<file path="src/rtl/bin2bcd_pkg.sv">
// Shared constants for the sequential binary-to-BCD converter.
// Optional leading-zero blanking is enabled by defining BIN2BCD_BLANK_EN.
package bin2bcd_pkg;

  // FSM encoding kept as plain constants for compatibility with older tools.
  localparam logic [0:0] ST_IDLE  = 1'b0;
  localparam logic [0:0] ST_SHIFT = 1'b1;

  localparam int         BCD_DIGIT_W = 4;
  localparam logic [3:0] ADJ_THRESH  = 4'd5;
  localparam logic [3:0] ADJ_ADD     = 4'd3;

endpackage

</file>
<file path="src/rtl/bin2bcd_seq_bcd_digit_adj.sv">
// Single-digit double-dabble correction: add 3 when the digit is 5 or more,
// so that the following left shift carries correctly into the next digit.
module bcd_digit_adj
  import bin2bcd_pkg::*;
(
  input  logic [BCD_DIGIT_W-1:0] digit,
  output logic [BCD_DIGIT_W-1:0] adj
);

  // Pure combinational add-3-if-at-least-5.
  always_comb begin
    adj = digit;
    if (digit >= ADJ_THRESH) adj = digit + ADJ_ADD;
  end

endmodule

</file>
<file path="src/rtl/bin2bcd_seq.sv">
// Sequential binary-to-BCD converter (double dabble, one input bit per clock).
// Define BIN2BCD_BLANK_EN to add the registered blank_mask output that flags
// leading-zero digits for the display mux.
//
//   state    | meaning
//   ---------+-----------------------------------------------------------
//   ST_IDLE  | waiting for in_valid; in_ready high
//   ST_SHIFT | adjusting and shifting one binary bit per cycle, BIN_W cycles
module bin2bcd_seq
  import bin2bcd_pkg::*;
#(
  parameter int BIN_W  = 17,
  parameter int DIGITS = 5
) (
  input  logic                          clk,
  input  logic                          rst,
  input  logic [BIN_W-1:0]              in_bin,
  input  logic                          in_valid,
  output logic                          in_ready,
  output logic [DIGITS*BCD_DIGIT_W-1:0] out_bcd,
  output logic                          out_valid,
  output logic                          out_ovf
`ifdef BIN2BCD_BLANK_EN
  ,
  output logic [DIGITS-1:0]             blank_mask
`endif
);

  localparam int BCD_W = DIGITS * BCD_DIGIT_W;
  localparam int CNT_W = $clog2(BIN_W + 1);
  localparam logic [CNT_W-1:0] CNT_LAST = CNT_W'(BIN_W - 1);

  logic [0:0]       state;
  logic [CNT_W-1:0] cnt;
  logic [BIN_W-1:0] bin_sr;
  logic [BCD_W-1:0] bcd_sr;
  logic             ovf_sticky;

  logic [BCD_W-1:0] bcd_adj;
  logic [BCD_W-1:0] bcd_shift;
  logic             shift_out;
  logic             last_iter;

  // Per-digit correction ahead of the shift.
  for (genvar g = 0; g < DIGITS; g++) begin : g_adj
    bcd_digit_adj u_adj (
      .digit (bcd_sr[g*BCD_DIGIT_W +: BCD_DIGIT_W]),
      .adj   (bcd_adj[g*BCD_DIGIT_W +: BCD_DIGIT_W])
    );
  end

  // Next scratch value after one iteration; the bit leaving the top digit
  // means the value no longer fits in DIGITS digits.
  always_comb begin
    bcd_shift = {bcd_adj[BCD_W-2:0], bin_sr[BIN_W-1]};
    shift_out = bcd_adj[BCD_W-1];
    last_iter = (state == ST_SHIFT) && (cnt == CNT_LAST);
  end

  assign in_ready = (state == ST_IDLE);

  // FSM, iteration counter, shift registers and result registers.
  always_ff @(posedge clk) begin
    if (rst) begin
      state      <= ST_IDLE;
      cnt        <= '0;
      bin_sr     <= '0;
      bcd_sr     <= '0;
      ovf_sticky <= 1'b0;
      out_bcd    <= '0;
      out_ovf    <= 1'b0;
      out_valid  <= 1'b0;
    end else begin
      out_valid <= 1'b0;
      if (state == ST_IDLE) begin
        if (in_valid) begin
          bin_sr     <= in_bin;
          bcd_sr     <= '0;
          ovf_sticky <= 1'b0;
          cnt        <= '0;
          state      <= ST_SHIFT;
        end
      end else begin
        bcd_sr     <= bcd_shift;
        bin_sr     <= {bin_sr[BIN_W-2:0], 1'b0};
        ovf_sticky <= ovf_sticky | shift_out;
        cnt        <= cnt + 1'b1;
        if (last_iter) begin
          out_bcd   <= bcd_shift;
          out_ovf   <= ovf_sticky | shift_out;
          out_valid <= 1'b1;
          cnt       <= '0;
          state     <= ST_IDLE;
        end
      end
    end
  end

`ifdef BIN2BCD_BLANK_EN
  logic [DIGITS-1:0] blank_next;
  logic              upper_zero;

  // A digit is blanked when it and every digit above it are zero; the
  // units digit always stays lit so a zero result still shows "0".
  always_comb begin
    blank_next = '0;
    upper_zero = 1'b1;
    for (int i = DIGITS - 1; i >= 0; i--) begin
      upper_zero    = upper_zero & (bcd_shift[i*BCD_DIGIT_W +: BCD_DIGIT_W] == '0);
      blank_next[i] = upper_zero & (i != 0);
    end
  end

  // Blank mask is captured together with out_bcd and held between results.
  always_ff @(posedge clk) begin
    if (rst) begin
      blank_mask <= '0;
    end else if (last_iter) begin
      blank_mask <= blank_next;
    end
  end
`endif

endmodule

</file>
<file path="config.mk">
export PLATFORM = sky130hd
export DESIGN_NAME = bin2bcd_seq
export DESIGN_NICKNAME = d
export VERILOG_FILES = /design/src/rtl/bin2bcd_pkg.sv /design/src/rtl/bin2bcd_seq_bcd_digit_adj.sv /design/src/rtl/bin2bcd_seq.sv
export SDC_FILE = /design/constraint.sdc
export NUM_CORES = 1
export LEC_CHECK = 0
export BUFFER_PORTS_ARGS = -buffer_cell sky130_fd_sc_hd__clkbuf_2
export CAP_MARGIN = 25
export CORE_UTILIZATION = 40
export CTS_BUF_LIST = sky130_fd_sc_hd__clkbuf_8
export DETAILED_ROUTE_END_ITERATION = 10
export HOLD_SLACK_MARGIN = 0.15
export PLACE_DENSITY = 0.64
export SLEW_MARGIN = 0
export SYNTH_ARGS = -nofsm -noshare
export SYNTH_HDL_FRONTEND = slang
export SYNTH_SLANG_ARGS = --single-unit
</file>
<file path="constraint.sdc">
create_clock -name clk -period 3.1 [get_ports clk]
set_clock_uncertainty 0.15 [all_clocks]
set_input_delay 0.62 -clock clk [delete_from_list [all_inputs] [get_ports clk]]
set_output_delay 0.62 -clock clk [all_outputs]
set_load 0.03 [all_outputs]
</file>
==> flow_summary.json <==
{
  "status": "completed",
  "power.net_switching_w": 0.000389,
  "maxCapViolCount": 0,
  "synthDominantCellAreaShare_pct": 43.5,
  "reg2reg_from": "cnt[0]",
  "crit_path_max_fanout": 11,
  "grt_pass1_vias": 2098,
  "worst_pin_slew_ns": 0.825,
  "dp_cells": 468,
  "period_minus_slack_ns": 2.30,
  "final_core_util_pct": 47.7,
  "fin_tns_setup_ns": 0,
  "synth-seq-cells": 66,
  "critPathArrivalTime_ns": 1.53,
  "rrSetupSlack_ns": 1.07,
  "synth_area_leaders": "dfxtp_1 (43%), mux2i_1 (7.2%), nor2_1 (6.5%), a21oi_1 (5.8%), ha_1 (4.9%)",
  "power_frac_comb_pct": 6.4,
  "holdBufCountCts": 0,
  "grt_antenna_before_repair": 0,
  "cts_buffer_depth": 2,
  "ctsHtreeMaxLevel": 3,
  "slew_headroom_pct": 44.8,
  "io_buffers": 42,
  "antenna_cells": 0,
  "cts_tree": "done",
  "overflow": 0,
  "ys_warn_count": 0,
  "antenna_left": 0,
  "ys_types": 31,
  "viasPerCell": 5.00,
  "power.density_mw_per_mm2": 488,
  "wl_per_cell_um": 12.8,
  "drive_above_1_share_pct": 18.3,
  "routed-via-count": 2408,
  "hold_viol_final": 0,
  "yosysSeqAreaShare_pct": 43.5,
  "switching_share_pct": 22.9,
  "slew_viol_final": 0,
  "post-place-ws_ns": 0.985,
  "p_clk_share_pct": 42.1,
  "avgSynthCellArea_um2": 8.86,
  "cts.sinks": 66,
  "fillers": 731,
  "min_period_over_period_pct": 74.1,
  "gp_congestion": 0.772,
  "final_area_mm2": 0.00348,
  "critical_path_class": "flop to primary output",
  "post_cts_buffers": 0,
  "core_mm2": 0.00729,
  "slowest_stage": "dfxtp_1",
  "cts_resized": 0,
  "hpwl_mm": 4.13,
  "drt_iter0_markers": 115,
  "endpoint": "in_ready",
  "ios": 43,
  "nNetsFinal": 412,
  "start_kind": "flop",
  "worst_setup_path_end_kind": "primary output",
  "wl_mm": 6.15,
  "setup_ws_ns": 0.802,
  "grt_pass1_wl_mm": 10.1,
  "setup_violations": 0,
  "crit_required_ns": 2.33,
  "netlist_instances": 343,
  "place_area_mm2": 0.00329,
  "die_x_um": 89.2,
  "first_pass_iters": 4,
  "rr_worst_depth": 6,
  "drc": 0,
  "cts-root-buf": "clkbuf_8",
  "track_usage_pct": 16.9,
  "cts_made_buffers": 9,
  "clock_latency_ns": 0.33,
  "cp-startpoint": "state",
  "p_seq_share_pct": 51.6,
  "syn_nets": 375,
  "hp-class": "flop to flop",
  "clock.fmax_mhz": 435,
  "rows": 31,
  "syn_area_mm2": 0.00304,
  "rsz0062_at_grt": "false",
  "die_area_mm2": 0.00795,
  "p_leak_nw": 1.50,
  "irDropWorstVdd_v": 0.000206,
  "max_stage_delay_ns": 0.53,
  "r2r-end": "out_bcd[6]",
  "grt_max_degree": 40,
  "yosysTopAreaCell": "dfxtp_1",
  "start_util_pct": 41.7,
  "areaGrowthSynthToFinish_pct": 14.6,
  "fin_cells": 482,
  "p_int_w": 0.00131,
  "path_clk_slew_ns": 0.07,
  "worstPathCellList": "clkinv_1, clkbuf_2",
  "die_h_um": 89.2
}
## synthesized netlist by cell type, drive strengths merged
library cell   n
o21ai         18
and2           1
buf           14
a22o          11
nand3          7
clkbuf         6
xnor2          6
ha            12
and4bb         1
o32a           1
nor3b         15
or3            1
inv           14
nand2         19
a21oi         35
nor3          11
a211oi         5
clkinv         1
nand2b         6
o22ai          1
mux2i         22
a21o          10
a311oi         5
dfxtp         66
nor2          55
## power groups by stage
stage | registers (W) | clock network, W | logic (W)
2_1_floorplan | 0.000891 | 0 | 0.0000806
3_3_place_gp | 0.000895 | 0 | 0.000107
3_5_place_dp | 0.000895 | 0 | 0.000109
4_1_cts | 0.000876 | 0.000731 | 0.000109
5_1_grt | 0.000878 | 0.000773 | 0.000122
6_report | 0.000876 | 0.000714 | 0.000108
## sequential cells by signal (all words and copies together), names as in the netlist
name,count
out_valid,1
out_ovf,1
cnt,5
bcd_sr,20
ovf_sticky,1
bin_sr,17
state,1
out_bcd,20
## layout make-up
cell class	instances	area (µm²)	share of cell area, %
Inverter	15	56.3	1.62
Clock buffer	11	151	4.35
Tap cell	99	124	3.56
Clock inverter	3	40.0	1.15
Timing Repair Buffer	46	240	6.90
Multi-Input combinational cell	242	1550	44.5
Sequential cell	66	1320	38.0
## critical path: cells and delay by family, from the launching register on
kind | cells | cell delay, ns
buffers and inverters | 2 | 0.67
flip-flops | 1 | 0.53
## routing by layer
metal / part of all wire (%) / up-vias / track usage [%]
li1: - / 1266 / -
met1: 49 / 1097 / 23.4
met2: 45 / 37 / 25.5
met3: 3.7 / 8 / 2.95
met4: 1.6 / 0 / 7.79
met5: 0 / - / 0
## cells in the final DEF, fill, tap and decap left out, drive strengths merged
| cell type | count |
|---|---|
| mux2i | 22 |
| a21oi | 35 |
| and2 | 1 |
| xnor2 | 6 |
| nand2b | 6 |
| bufinv | 1 |
| buf | 4 |
| clkinv | 3 |
| dfxtp | 66 |
| or3 | 1 |
| o22ai | 1 |
| a211oi | 5 |
| nand3 | 7 |
| nand2 | 19 |
| clkbuf | 53 |
| inv | 14 |
| and4bb | 1 |
| nor3b | 15 |
| ha | 12 |
| nor2 | 55 |
| o21ai | 18 |
| o32a | 1 |
| a22o | 11 |
| a21o | 10 |
| nor3 | 11 |
| a311oi | 5 |
## worst min path at each step
stage / from / endpoint / slack (ns) / cells past startpoint
final: out_bcd[0] / out_bcd[0] / 0.32 / 2
after global placement: bin_sr[8] / bin_sr[9] / 0.31 / 2
after CTS: out_bcd[0] / out_bcd[0] / 0.33 / 2
after floorplan: bin_sr[16] / out_bcd[0] / 0.29 / 2
after detailed placement: out_bcd[0] / out_bcd[0] / 0.32 / 2
after global routing: out_bcd[0] / out_bcd[0] / 0.35 / 2
## through the flow
| step | power, W | hold WS, ns |
|---|---|---|
| global route | 0.00177 | 0.347 |
| detailed placement | 0.00100 | 0.317 |
| finish | 0.00170 | 0.322 |
| CTS | 0.00172 | 0.326 |
| floorplan | 0.000971 | 0.295 |
| global placement | 0.00100 | 0.315 |
## kinds of logic (layout without fill, tap and decap cells)
family,after synthesis,after routing,synth area share (%)
multiplexers,22,22,7.25
AND/OR/NAND/NOR,116,116,18.4
flip-flops,66,66,43.5
XOR/XNOR,6,6,1.73
buffers and inverters,35,75,5.56
AO/OA/AOI/OAI,86,86,18.6
adder cells (fa/ha/maj),12,12,4.94
Note: power is estimated with default switching activity, not from simulation.
